[src/rtl/ssd_scan_decoder.sv]
// ssd_scan_decoder: recovers the 16-bit value shown on a 4-digit multiplexed
// seven-segment display by sampling each settled digit and decoding it to hex.
module ssd_scan_decoder #(
    parameter int SETTLE  = 4,
    parameter int TIMEOUT = 200000,
    parameter int CNT_W   = 18
) (
    input  logic        clk,
    input  logic        rst_n,
    input  logic [6:0]  C,
    input  logic [3:0]  AN,
    output logic [15:0] number,
    output logic        valid,
    output logic        digit_err,
    output logic        multi_an_err,
    output logic        stale
);
    typedef enum logic [1:0] {S_WAIT, S_SETTLE, S_HELD} state_t;

    state_t             state, state_n;
    logic [3:0]         an_q, an_p, cap, cap_n, mask;
    logic [6:0]         c_q;
    logic [CNT_W-1:0]   cnt, cnt_n, tcnt;
    logic [15:0]        shadow;
    logic [3:0]         nib;
    logic               bad, ferr, sample, one_hot, multi, full, clr;

    function automatic logic [4:0] decode(input logic [6:0] p);
        case (p)
            7'h40: decode = 5'h00;
            7'h79: decode = 5'h01;
            7'h24: decode = 5'h02;
            7'h30: decode = 5'h03;
            7'h19: decode = 5'h04;
            7'h12: decode = 5'h05;
            7'h02: decode = 5'h06;
            7'h78: decode = 5'h07;
            7'h00: decode = 5'h08;
            7'h10: decode = 5'h09;
            7'h08: decode = 5'h0A;
            7'h03: decode = 5'h0B;
            7'h46: decode = 5'h0C;
            7'h21: decode = 5'h0D;
            7'h06: decode = 5'h0E;
            7'h0E: decode = 5'h0F;
            default: decode = 5'h10;
        endcase
    endfunction

    assign {bad, nib} = decode(c_q);
    assign one_hot    = an_q inside {4'b1110, 4'b1101, 4'b1011, 4'b0111};
    assign multi      = !one_hot && an_q != 4'hF;
    assign full       = mask == 4'hF;
    // a completing frame and an illegal AN in the same cycle both empty the mask
    assign clr        = full || multi;
    assign stale      = tcnt == CNT_W'(TIMEOUT);

    always_comb begin
        state_n = state;
        cnt_n   = cnt;
        cap_n   = cap;
        sample  = 1'b0;
        if (state == S_WAIT || an_q != cap) begin
            state_n = one_hot ? S_SETTLE : S_WAIT;
            cnt_n   = one_hot ? CNT_W'(1) : '0;
            cap_n   = an_q;
        end else if (state == S_SETTLE) begin
            cnt_n   = cnt + 1'b1;
            sample  = cnt == CNT_W'(SETTLE - 1);
            state_n = sample ? S_HELD : S_SETTLE;
        end
    end

    always_ff @(posedge clk or negedge rst_n) begin
        if (!rst_n) begin
            an_q         <= 4'hF;
            an_p         <= 4'hF;
            c_q          <= 7'h7F;
            state        <= S_WAIT;
            cnt          <= '0;
            cap          <= 4'hF;
            mask         <= '0;
            ferr         <= 1'b0;
            shadow       <= '0;
            tcnt         <= '0;
            number       <= '0;
            valid        <= 1'b0;
            digit_err    <= 1'b0;
            multi_an_err <= 1'b0;
        end else begin
            an_q         <= AN;
            c_q          <= C;
            an_p         <= an_q;
            state        <= state_n;
            cnt          <= cnt_n;
            cap          <= cap_n;
            multi_an_err <= multi && an_q != an_p;
            valid        <= full;
            mask         <= (clr ? 4'h0 : mask) | (sample ? ~cap : 4'h0);
            ferr         <= (!clr && ferr) || (sample && bad);
            tcnt         <= full ? '0 : stale ? tcnt : tcnt + 1'b1;
            if (full) begin
                number    <= shadow;
                digit_err <= ferr;
            end
            if (sample)
                for (int i = 0; i < 4; i++)
                    if (!cap[i]) shadow[4*i +: 4] <= nib;
        end
    end
endmodule

[config.mk]
export PLATFORM = sky130hd
export DESIGN_NAME = ssd_scan_decoder
export DESIGN_NICKNAME = d
export VERILOG_FILES = /design/src/rtl/ssd_scan_decoder.sv
export SDC_FILE = /design/constraint.sdc
export NUM_CORES = 1
export LEC_CHECK = 0
export BUFFER_PORTS_ARGS = -buffer_cell sky130_fd_sc_hd__buf_2
export CORE_MARGIN = 2
export CORE_UTILIZATION = 60
export CTS_BUF_LIST = sky130_fd_sc_hd__clkbuf_8 sky130_fd_sc_hd__clkbuf_16
export DETAILED_ROUTE_END_ITERATION = 6
export GPL_TIMING_DRIVEN = 1
export PLACE_DENSITY = 0.8
export SYNTH_ARGS = -nofsm -noshare
export SYNTH_HDL_FRONTEND = slang
export SYNTH_SLANG_ARGS = --single-unit
[constraint.sdc]
create_clock -name clk -period 2.7 [get_ports clk]
set_input_delay 0.81 -clock clk [delete_from_list [all_inputs] [get_ports clk]]
set_output_delay 0.81 -clock clk [all_outputs]
set_load 0.02 [all_outputs]
==> results.txt <==
Outcome: complete, no violations
Post-synthesis simple-gate area fraction: 0.242
H-tree Lvls: 3
Hold Vio Cnt, Final: 0
Die Ht: 91.0 um
Design area: 4930 um^2
Synthesized instance count: 424
Worst-Skew Late Latency: 350 ps
Total GRT Usage: 0.210
Count leader, synth: dfrtp_1
Post-DP HPWL: 5620 um
WS Path Type: reg -> out
Largest family of logic cells by synthesized area: simple AND/OR/NAND/NOR gates
Power per cell area: 500 nW/um^2
Worst-path maximum fanout: 4
I/O Pins: 33
Unrepaired setup endpoints after global routing: false
Die Wd: 91.0 um
Fraction of the mapped netlist area in compound gates: 0.0471
Port buffer count: 32
Slew HR: 0.598
Critical path launch point type: flip-flop
Iteration-0 DRC Markers: 169
Clock Path Buffers: 2
Share of the synthesized area in the top cell type: 0.430
Syn Area/Cell: 10.7 um^2
Die ar.: 8280 um^2
Net Count, Synth: 440
Fmax: 383 MHz
Post-DR wirelength/cell: 14.1 um
Layout cell share with drive strength beyond 1: 0.236
Post-layout nets: 468
Maximum vdd ir drop: 0.467 mV
Root Driver: clkbuf_8
Adder and majority gate portion of the synthesized area: 0.0105
GRT overflow: 0
Cell variety after synth: 54
Synthesized area: 4540 um^2
Ys async rst share: 1.00
Synth top area cells: dfrtp_1, dfstp_2, nand2_1
Tcrit/Tclk final: 0.968
CTS tree: built
Worst-Margin Slew: 602 ps
Largest net degree at the start of global routing: 49
First-pass GRT wire length: 14100 um
Starting Density: 0.623
Ys flop type: dfrtp_1
Drt pass-1 iters: 4
Seq cells post-synth: 97
Layout area overhead: 8.54%
Cts repair resizes: 0
Drt drc: 0
Mux contribution to synthesized area: 0.0573
Number of flops mapped to enable cells by yosys: 0
Tmin final: 2610 ps
Placeable Area: 7290 um^2
Rows: 31
Vias: 3057
Synth Area in XOR/XNOR: 0.0713
TritonCTS Buffers: 9
Cts-stage hold buffer count: 0
Clock sinks: 97
Clock transition at path regs: 90 ps
Vias in the first global route: 3016
Max-slew violations: 0
Max-cap violations: 0
Initial antenna violation count: 0
Setup TNS: 0 ps
Area leader, netlist: dfrtp_1
ANT cells: 0
Synth top cells by count: dfrtp_1, nand2_1, nor2_1
Static Leak: 2.30 nW
Hold/Removal Path Class: in -> async
Avg Vias per Cell: 5.50
CP Data Required Time: 1890 ps
Sequential element share of the synthesized area: 0.540
DP Area: 4760 um^2
CP arrival: 1800 ps
CP Capture Type: primary output
Clock skew: 10.5 ps
Yosys synthesis warning count: 0
RD Place Congestion: 0.917
Final setup violation count: 0
Routed wire length: 7860 um
Post CTS Setup Buffer Count: 0
Antenna Violating Nets Remaining: 0
flip-flops by register name, summed over array words and instances, names as in the netlist, 2 cells and up:
name	flops
cnt	18
tcnt	18
number	16
shadow	16
c_q	7
an_p	4
an_q	4
cap	4
mask	4
state	2
placed cells by master, fill, tap and decap left out, types with 3 or more instances in the layout:
master    count
dfrtp_1      78
nand2_1      73
nor2_1       43
buf_2        31
xnor2_1      20
dfstp_2      19
xor2_1       17
mux2_4       16
nand3_1      14
a21oi_1      13
nand4_1      12
nor3_1       10
o21ai_0       9
clkbuf_8      9
and3_1        8
nor4_1        7
inv_1         5
a21o_2        5
nand2b_1      5
buf_4         5
and2b_4       4
nor3b_1       3
nor4b_1       3
and4_1        3
or3_1         3
ha_1          3
inv_4         3
worst max-delay path: stages, from the launching register on:
cell and delay (ps):
dfrtp_1 420, or4b_1 590, nor4_4 240, buf_2 200
metrics by stage:
step	setup slack (ps)	power, mW	utilization	cells	hold slack (ps)
2_1_floorplan	472	1.61	-	424	360
3_3_place_gp	480	1.65	0.652	540	413
3_5_place_dp	454	1.66	0.652	540	409
4_1_cts	53.3	2.50	0.676	556	351
5_1_grt	4.95	2.57	0.676	556	363
6_report	86.3	2.47	0.676	556	351
per-layer routing:
| metal | wire length [um] | GRT usage | vias up |
|---|---|---|---|
| li1 | - | - | 1502 |
| met1 | 3620 | 0.288 | 1502 |
| met2 | 3890 | 0.342 | 46 |
| met3 | 274 | 0.0481 | 7 |
| met4 | 73 | 0.0518 | 0 |
| met5 | 0 | 0 | - |
layout make-up:
| type | count | area [um^2] |
|---|---|---|
| Timing Repair Buffer | 37 | 213 |
| Fill cell | 579 | 2360 |
| Tap cell | 99 | 124 |
| Inverter | 6 | 22.5 |
| Multi-Input combinational cell | 301 | 1950 |
| Sequential cell | 97 | 2450 |
| Clock buffer | 9 | 124 |
| Clock inverter | 7 | 50.0 |
report_power, final:
part           switching, mW  internal, mW  total, mW
Clock                  0.497         0.343      0.840
Combinational         0.0649        0.0455      0.110
Sequential            0.0311          1.48       1.51
worst paths after layout:
path,to,depth (start not counted),start,slack [ps]
max,stale,3,tcnt[14]$_DFFE_PN0P_,90
min in group clk,an_p[0]$_DFF_PN1_,0,an_q[0]$_DFF_PN1_,420
min,tcnt[17]$_DFFE_PN0P_,1,rst_n,350
min reg2reg,an_p[0]$_DFF_PN1_,0,an_q[0]$_DFF_PN1_,420
max reg2reg,shadow[11]$_DFFE_PN0P_,6,cnt[0]$_DFFE_PN0P_,500
max in group asynchronous,c_q[1]$_DFF_PN1_,2,rst_n,1670
cells by family after synthesis:
logic type,after synthesis
xor gates and xnor gates,37
AOI/OAI and AO/OA,34
DFF,97
adders and majority gates,4
buffers and inverters,26
and+or+nand+nor,208
muxes,18
(Power assumes the default switching activity.)
